--- src/rtl/step_sequencer.sv ---
// Purpose: 4-track x 16-step drum sequencer driven by a PS/2 scan-code byte stream.
// Latency: a decoded byte takes effect on the next clock edge; gates follow pattern/step combinationally.
// Backpressure: none; one byte is accepted on every cycle sim_data_en is high.
// Ports: CLOCK_50 clock; KEY[0] async active-low reset (KEY[2:1] unused);
//        sim_data[7:0]/sim_data_en scan-code bytes (sim_data[8] unused);
//        LEDR {edit, playing, step[3:0], gates[3:0]}; HEX5..HEX0 active-low 7-segment.
module step_sequencer #(
  parameter int unsigned CLK_HZ = 50000000
) (
  input  logic       CLOCK_50,
  input  logic [2:0] KEY,
  input  logic [8:0] sim_data,
  input  logic       sim_data_en,
  output logic [9:0] LEDR,
  output logic [6:0] HEX0,
  output logic [6:0] HEX1,
  output logic [6:0] HEX2,
  output logic [6:0] HEX3,
  output logic [6:0] HEX4,
  output logic [6:0] HEX5
);

  // One step is a quarter beat: stepping every CLK_HZ*60/(BPM*4) cycles.
  localparam logic [31:0] ACC_LIMIT = 32'(64'(CLK_HZ) * 64'd60);
  localparam logic [6:0]  SEG_OFF   = 7'h7F;

  typedef enum logic [1:0] {M_IDLE, M_BPM, M_LEN, M_EDIT} mode_t;

  logic             rst_n;
  logic             unused_in;
  logic [7:0]       code;

  mode_t            mode;
  logic             brk;
  logic [9:0]       bpm;
  logic [4:0]       len;
  logic [3:0][15:0] pat;
  logic [1:0]       cur_trk;
  logic [3:0]       cur_col;
  logic             playing;
  logic [3:0]       step;
  logic [31:0]      acc;
  logic [9:0]       entry_val;
  logic [1:0]       dcnt;

  logic             dig_vld;
  logic [3:0]       dig_val;
  logic [1:0]       dig_max;
  logic [9:0]       entry_nxt;
  logic             len_ok;
  logic [31:0]      acc_inc;
  logic             adv;
  logic [3:0]       step_inc;
  logic [3:0]       step_nxt;
  logic [3:0]       gates;
  logic [9:0]       bpm_disp;
  logic [11:0]      bpm_bcd;
  logic [6:0]       len_disp;
  logic [7:0]       len_bcd;

  assign rst_n     = KEY[0];
  assign unused_in = ^{KEY[2:1], sim_data[8]};
  assign code      = sim_data[7:0];

  function automatic logic [6:0] seg7(input logic [3:0] d);
    logic [6:0] s;
    case (d)
      4'd0:    s = 7'h40;
      4'd1:    s = 7'h79;
      4'd2:    s = 7'h24;
      4'd3:    s = 7'h30;
      4'd4:    s = 7'h19;
      4'd5:    s = 7'h12;
      4'd6:    s = 7'h02;
      4'd7:    s = 7'h78;
      4'd8:    s = 7'h00;
      4'd9:    s = 7'h10;
      default: s = SEG_OFF;
    endcase
    return s;
  endfunction

  // Double-dabble, 10-bit binary to three BCD digits (input never exceeds 999).
  function automatic logic [11:0] to_bcd3(input logic [9:0] v);
    logic [21:0] s;
    s = {12'd0, v};
    for (int i = 0; i < 10; i++) begin
      if (s[13:10] >= 4'd5) s[13:10] = s[13:10] + 4'd3;
      if (s[17:14] >= 4'd5) s[17:14] = s[17:14] + 4'd3;
      if (s[21:18] >= 4'd5) s[21:18] = s[21:18] + 4'd3;
      s = s << 1;
    end
    return s[21:10];
  endfunction

  // Double-dabble, 7-bit binary to two BCD digits (input never exceeds 99).
  function automatic logic [7:0] to_bcd2(input logic [6:0] v);
    logic [14:0] s;
    s = {8'd0, v};
    for (int i = 0; i < 7; i++) begin
      if (s[10:7]  >= 4'd5) s[10:7]  = s[10:7]  + 4'd3;
      if (s[14:11] >= 4'd5) s[14:11] = s[14:11] + 4'd3;
      s = s << 1;
    end
    return s[14:7];
  endfunction

  always_comb begin
    dig_vld = 1'b1;
    dig_val = 4'd0;
    case (code)
      8'h45:   dig_val = 4'd0;
      8'h16:   dig_val = 4'd1;
      8'h1E:   dig_val = 4'd2;
      8'h26:   dig_val = 4'd3;
      8'h25:   dig_val = 4'd4;
      8'h2E:   dig_val = 4'd5;
      8'h36:   dig_val = 4'd6;
      8'h3D:   dig_val = 4'd7;
      8'h3E:   dig_val = 4'd8;
      8'h46:   dig_val = 4'd9;
      default: dig_vld = 1'b0;
    endcase
  end

  assign dig_max   = (mode == M_BPM) ? 2'd3 : 2'd2;
  assign entry_nxt = entry_val * 10'd10 + {6'd0, dig_val};
  assign len_ok    = (entry_val >= 10'd1) && (entry_val <= 10'd16);

  assign acc_inc  = {20'd0, bpm, 2'b00};
  assign adv      = playing && (acc >= ACC_LIMIT);
  assign step_inc = (({1'b0, step} + 5'd1) >= len) ? 4'd0 : step + 4'd1;
  // Step value after this cycle's playback update; a length commit checks this
  // so a step that would land out of range is also caught.
  assign step_nxt = adv ? step_inc : step;

  always_ff @(posedge CLOCK_50 or negedge rst_n) begin
    if (!rst_n) begin
      mode      <= M_IDLE;
      brk       <= 1'b0;
      bpm       <= 10'd120;
      len       <= 5'd16;
      pat       <= '0;
      cur_trk   <= 2'd0;
      cur_col   <= 4'd0;
      playing   <= 1'b0;
      step      <= 4'd0;
      acc       <= 32'd0;
      entry_val <= 10'd0;
      dcnt      <= 2'd0;
    end else begin
      if (playing) begin
        if (adv) begin
          acc  <= acc - ACC_LIMIT + acc_inc;
          step <= step_inc;
        end else begin
          acc <= acc + acc_inc;
        end
      end

      if (sim_data_en) begin
        if (brk) begin
          brk <= 1'b0;              // byte after a break prefix is dropped
        end else if (code == 8'hF0) begin
          brk <= 1'b1;
        end else if (code != 8'hE0) begin
          case (mode)
            M_IDLE: begin
              case (code)
                8'h32: begin
                  mode      <= M_BPM;
                  entry_val <= 10'd0;
                  dcnt      <= 2'd0;
                end
                8'h4B: begin
                  mode      <= M_LEN;
                  entry_val <= 10'd0;
                  dcnt      <= 2'd0;
                end
                8'h3A: mode <= M_EDIT;
                8'h29: begin
                  playing <= !playing;
                  // Override this cycle's playback update: restart from step 0
                  // when starting, freeze in place when stopping.
                  if (!playing) begin
                    step <= 4'd0;
                    acc  <= 32'd0;
                  end else begin
                    step <= step;
                    acc  <= acc;
                  end
                end
                default: ;
              endcase
            end
            M_BPM, M_LEN: begin
              if (dig_vld) begin
                if (dcnt < dig_max) begin
                  entry_val <= entry_nxt;
                  dcnt      <= dcnt + 2'd1;
                end
              end else if (code == 8'h5A) begin
                if (mode == M_BPM) begin
                  if (entry_val != 10'd0) bpm <= entry_val;
                end else if (len_ok) begin
                  len <= entry_val[4:0];
                  if ({1'b0, step_nxt} >= entry_val[4:0]) step <= 4'd0;
                end
                mode <= M_IDLE;
              end else if (code == 8'h76) begin
                mode <= M_IDLE;
              end
            end
            M_EDIT: begin
              case (code)
                8'h23: cur_col <= cur_col + 4'd1;
                8'h1C: cur_col <= cur_col - 4'd1;
                8'h1B: cur_trk <= cur_trk + 2'd1;
                8'h1D: cur_trk <= cur_trk - 2'd1;
                8'h29: pat[cur_trk][cur_col] <= !pat[cur_trk][cur_col];
                8'h5A, 8'h3A: mode <= M_IDLE;
                default: ;
              endcase
            end
            default: mode <= M_IDLE;
          endcase
        end
      end
    end
  end

  always_comb begin
    gates = 4'd0;
    for (int t = 0; t < 4; t++) gates[t] = playing & pat[t][step];
  end

  assign LEDR = {(mode == M_EDIT), playing, step, gates};

  always_comb begin
    bpm_disp = (mode == M_BPM) ? entry_val : bpm;
    case (mode)
      M_EDIT:  len_disp = {2'b00, {1'b0, cur_col} + 5'd1};
      M_LEN:   len_disp = entry_val[6:0];
      default: len_disp = {2'b00, len};
    endcase
  end

  assign bpm_bcd = to_bcd3(bpm_disp);
  assign len_bcd = to_bcd2(len_disp);

  assign HEX2 = (bpm_bcd[11:8] == 4'd0) ? SEG_OFF : seg7(bpm_bcd[11:8]);
  assign HEX1 = (bpm_bcd[11:4] == 8'd0) ? SEG_OFF : seg7(bpm_bcd[7:4]);
  assign HEX0 = seg7(bpm_bcd[3:0]);
  assign HEX3 = (mode == M_EDIT) ? seg7({2'b00, cur_trk}) : SEG_OFF;
  assign HEX5 = (len_bcd[7:4] == 4'd0) ? SEG_OFF : seg7(len_bcd[7:4]);
  assign HEX4 = seg7(len_bcd[3:0]);

endmodule

--- config.mk ---
export PLATFORM = sky130hd
export DESIGN_NAME = step_sequencer
export DESIGN_NICKNAME = d
export VERILOG_FILES = /design/src/rtl/step_sequencer.sv
export SDC_FILE = /design/constraint.sdc
export NUM_CORES = 1
export LEC_CHECK = 0
export ABC_AREA = 1
export BUFFER_PORTS_ARGS = -buffer_cell sky130_fd_sc_hd__buf_4
export CORE_AREA = 2 2 157 159
export DETAILED_ROUTE_END_ITERATION = 12
export DIE_AREA = 0 0 159 161
export PLACE_DENSITY_LB_ADDON = 0.08
export SKIP_CTS_REPAIR_TIMING = 1
export SLEW_MARGIN = 20
export SYNTH_ARGS = -nofsm -noshare
export SYNTH_HDL_FRONTEND = slang
export SYNTH_SLANG_ARGS = --single-unit
--- constraint.sdc ---
create_clock -name CLOCK_50 -period 9.45 [get_ports CLOCK_50]
set_clock_uncertainty 0.05 [all_clocks]
set_input_delay 2.3625 -clock CLOCK_50 [delete_from_list [all_inputs] [get_ports CLOCK_50]]
set_output_delay 2.3625 -clock CLOCK_50 [all_outputs]
set_load 0.02 [all_outputs]
==> results of run 1 <==
## critical path: cells and delay by family, from the launching register on
kind	cells	cell delay, ns
simple gates	32	3.48
fa+ha+maj	8	1.40
buf+inv	11	0.84
flops	1	0.41
compound gates	2	0.21
## per-stage QoR
step / cell area [um^2] / utilization / setup TNS, ns / cells
after global routing: 16000 / 0.666 / -1.15 / 2363
after detailed placement: 14600 / 0.607 / -1.98 / 2296
after global placement: 14600 / 0.607 / -0.267 / 2296
after CTS: 15100 / 0.632 / -9.30 / 2328
final: 16000 / 0.666 / 0 / 2363
after floorplan: 13600 / - / 0 / 1932
## sequential cells by signal, indices dropped and copies added (netlist names)
register	flops
cur_col	4
dcnt	2
acc	30
step	4
entry_val	10
cur_trk	2
mode	2
pat	64
bpm	10
len	5
playing	1
brk	1
## how the worst min path moves through the flow
stage / endpoint / slack, ns / cells after the start
detailed placement: dcnt[1] / 0.42 / 1
finish: dcnt[1] / 0.43 / 1
floorplan: dcnt[1] / 0.39 / 1
global placement: dcnt[1] / 0.42 / 1
global route: dcnt[1] / 0.47 / 1
CTS: dcnt[1] / 0.43 / 1
## Yosys cell counts, types with 20 or more instances
cell type,number,share of area
nor3_1,20,0.0073
mux2i_1,49,0.036
o21a_1,20,0.011
nand3_1,122,0.045
o21ai_0,195,0.072
dfrtp_1,130,0.24
nand2_2,25,0.011
clkbuf_1,45,0.012
nor2_1,153,0.042
ha_1,140,0.13
inv_1,299,0.082
xor2_1,32,0.021
a21oi_1,125,0.046
nand2_1,331,0.091
## per-layer routing
layer / track usage / vias to the layer above
li1: - / 6594
met5: 0 / -
met1: 0.368 / 6284
met4: 0.0798 / 0
met3: 0.0313 / 50
met2: 0.490 / 363
## area by class of cell
cell class | count | area, um^2
multi-input cells | 1421 | 9360
repair buffers | 127 | 998
clock buffers | 17 | 425
clock inverters | 15 | 163
well taps | 324 | 405
flip-flops and latches | 135 | 3390
fillers | 2092 | 8000
inverters | 324 | 1230
## cell families after synthesis
logic type / after synthesis
DFF: 135
buffers and inverters: 376
and+or+nand+nor: 715
xor gates and xnor gates: 49
adders and majority gates: 152
muxes: 49
AOI/OAI and AO/OA: 456
==> impl_metrics.yaml, run 1 <==
cts:
  clock_latency_ns: 0.43
  clock-sinks: 135
  numCtsBuffers: 17
  clockBufferDepth: 2
  ctsHtreeMaxLevel: 4
  cts_tree: "done"
  cts.clk_slew.worst_paths_ns: 0.06
  root_buffer: "clkbuf_16"
setup_path:
  path_class: "flip-flop to output pin"
  crit_start: "mode[0]"
  reg2reg_from: "acc[16]"
  reg2reg_setup_slack_ns: 4.43
  max_stage_delay_ns: 0.41
  r2r_end: "step[1]"
  cpMostUsedCell: "nand2_2"
  cp-start-kind: "flip-flop"
  cp.arrival_ns: 6.78
  cp_data_required_time_ns: 7.04
  reg2reg_depth: 21
  endpoint: "HEX2[3]"
  critPathMaxFanout: 8
  endpoint_kind: "output pin"
  slowest_stage: "dfrtp_1"
place:
  routabilityCongestion: 0.923
  hpwl_mm: 26.1
  post-place-ws_ns: -0.211
  portBuffers: 62
global_routing:
  grt_pass1_vias: 12500
  antenna_found_initial: 0
  grt_max_degree: 73
  gr-total-overflow: 0
  grt_pass1_wl_mm: 59.8
  grtUsageTotal: 0.280
min_path:
  hp-start: "dcnt[1]"
  min_path_type: "flip-flop to flip-flop"
routing:
  wl_per_cell_um: 15.4
  drt_pre_antenna_iters: 6
  avgViaCountPerCell: 5.62
  wl_met3_mm: 1.73
  m1WireLength_mm: 16.2
  antenna_left: 0
  dr.first_iter.drc_count: 1141
  wl_met2_mm: 17.9
  drc: 0
  routed.top_layer: "met4"
  wl_mm: 36.5
  vias: 13300
synthesis:
  synth-compound-area-share: 0.192
  synthAdderAreaFrac: 0.146
  synth_xor_area_frac: 0.0315
  synthMuxAreaShare: 0.0360
  yosysUniqueCellTypes: 58
  synth_area_mm2: 0.0136
  synth-simple-area-share: 0.242
  syn-num-nets: 2098
  synth_top_family_by_area: "simple AND/OR/NAND/NOR gates"
  synth-edff-count: 0
  synth_area_per_cell_um2: 7.06
  synthFlopType: "dfrtp_1"
  synthArstFlopShare: 1.00
  ys_seq_elements: 135
  ys_warn_count: 0
  syn_inst: 1932
  ys_seq_area_frac: 0.248
sta:
  fin_crit_sh: 0.973
  max_slew_margin: 0.370
  tightest_slew_ns: 0.945
  finalHoldViolations: 0
  hold_ws_ns: 0.429
  max_freq_mhz: 109
  min_period_ns: 9.19
  fin_ws_ns: 0.257
  drv_slew: 0
  setup_viol: 0
layout:
  final_common_cell: "nand2_1"
  drive_gt1_frac: 0.169
  layout_common_cells: "307 x nand2_1, 285 x inv_1, 193 x o21ai_0"
  fin_nets: 2192
  insertedDiodeCount: 0
  area_delta_synth_final_pct: 17.0
run:
  cap_violations: 0
floorplan:
  die_width_um: 159
  start_util: 0.569
  die-area_mm2: 0.0256
  pin_count: 66
  fp.dieH_um: 161
  rows: 57
  core_area_mm2: 0.0240
status:
  status: "finished clean"
Power of run 1 is left out: the tool's default activity adds up to more than one toggle a clock period on the data nets, which glitch-free logic cannot reach.
==> run 2: changes to the inputs <==
CORE_AREA = 2 2 156 158   (was 2 2 157 159)
DIE_AREA = 0 0 158 160   (was 0 0 159 161)
clock period = 8.9 ns   (was 9.45 ns; I/O delays follow)
==> run 2 against run 1 <==
The run now ends with negative setup slack left. Routed wire length rose by 3.2%. Critical path depth rose by 3. First-iteration DRC count fell by 19%. Worst setup slack got worse by 0.53 ns. Final cell count rose by 0.72%. Critical endpoint unchanged.
==> impl_metrics.yaml, run 2 (same netlist as run 1, synthesis figures left out) <==
sta:
  rsz0062_at_grt: "yes"
  setup_viol: 21
  fin_crit_sh: 1.03
  finalHoldViolations: 0
  max_freq_mhz: 109
  tightest_slew_ns: 1.08
  max_slew_margin: 0.271
  fin_ws_ns: -0.269
  drv_slew: 0
  min_period_ns: 9.17
place:
  dp_cells: 2316
  portBuffers: 62
  hpwl_mm: 26.5
  routabilityCongestion: 0.926
routing:
  wl_per_cell_um: 15.8
  m1WireLength_mm: 16.5
  wl_met2_mm: 18.5
  drc: 0
  wl_mm: 37.7
  dr.first_iter.drc_count: 928
  vias: 13500
  antenna_left: 0
  avgViaCountPerCell: 5.65
  routed.top_layer: "met4"
  drt_pre_antenna_iters: 6
  wl_met3_mm: 1.66
layout:
  area_delta_synth_final_pct: 20.4
  fin_nets: 2209
  drive_gt1_frac: 0.192
  largest_register: "pat"
  largest_register_ffs: 64
  regArea_mm2: 0.00338
  fillers: 2022
  reg_top3: "pat x64, acc x30"
  final_cells: 2380
  final_common_cell: "nand2_1"
  insertedDiodeCount: 0
  layout_common_cells: "299 x nand2_1, 281 x inv_1, 190 x o21ai_0"
  multi_input_area_mm2: 0.00963
setup_path:
  critPathTopFamily: "simple AND/OR/NAND/NOR gates"
  cp_data_required_time_ns: 6.63
  cp-start-kind: "flip-flop"
  path_class: "flip-flop to output pin"
  critPathMaxFanout: 8
  cp.buffers_inverters: 13
  reg2reg_from: "acc[16]"
  cp.arrival_ns: 6.89
  max_stage_delay_ns: 0.40
  reg2reg_setup_slack_ns: 3.23
  slowest_stage: "dfrtp_1"
  endpoint_kind: "output pin"
  cpMostUsedCell: "nand2_4"
  crit_start: "mode[1]"
min_path:
  hp-start: "dcnt[1]"
  min_path_type: "flip-flop to flip-flop"
run:
  cap_violations: 0
global_routing:
  grt_max_degree: 90
  antenna_found_initial: 0
  grt_pass1_vias: 12700
  grtUsageTotal: 0.290
  gr-total-overflow: 0
  grt_pass1_wl_mm: 60.0
cts:
  clockBufferDepth: 2
  ctsHtreeMaxLevel: 4
  clock_latency_ns: 0.44
  cts.clk_slew.worst_paths_ns: 0.07
  numCtsBuffers: 17
  clock-sinks: 135
  root_buffer: "clkbuf_16"
  cts_tree: "done"
floorplan:
  fp.dieH_um: 160
  start_util: 0.573
  pin_count: 66
  core_area_mm2: 0.0238
  rows: 57
  die_width_um: 158
  die-area_mm2: 0.0253
status:
  status: "finished, violations left"
  violations: "negative setup slack"
run 2: final cells by class:
cell class              count  share of cell area
repair buffers            144              0.0724
inverters                 324              0.0748
clock inverters            15             0.00975
clock buffers              17              0.0259
well taps                 324              0.0247
multi-input cells        1421               0.586
flip-flops and latches    135               0.206
run 2: through the flow:
stage / util / instance area [um^2] / hold slack [ns] / setup slack, ns / setup TNS (ns)
final: 0.689 / 16400 / 0.444 / -0.269 / -3.30
after CTS: 0.644 / 15400 / 0.434 / -0.767 / -12.08
after global routing: 0.689 / 16400 / 0.458 / -0.653 / -10.90
after floorplan: - / 13700 / 0.395 / -0.00348 / -0.0209
after global placement: 0.620 / 14800 / 0.417 / -0.0639 / -0.172
after detailed placement: 0.620 / 14800 / 0.425 / -0.284 / -2.76
run 2: layer usage:
| metal | up-vias | track usage |
|---|---|---|
| met4 | 0 | 0.0971 |
| met2 | 386 | 0.502 |
| met1 | 6362 | 0.375 |
| met3 | 76 | 0.0350 |
| met5 | - | 0 |
| li1 | 6629 | - |
run 2: worst paths after layout:
kind,to,cells after the start
min,dcnt[1],1
min reg2reg,dcnt[1],1
max,HEX2[3],56
min in group asynchronous,pat[21],1
max in group asynchronous,bpm[9],2
max reg2reg,step[1],21
Power of run 2 is left out for the same reason.
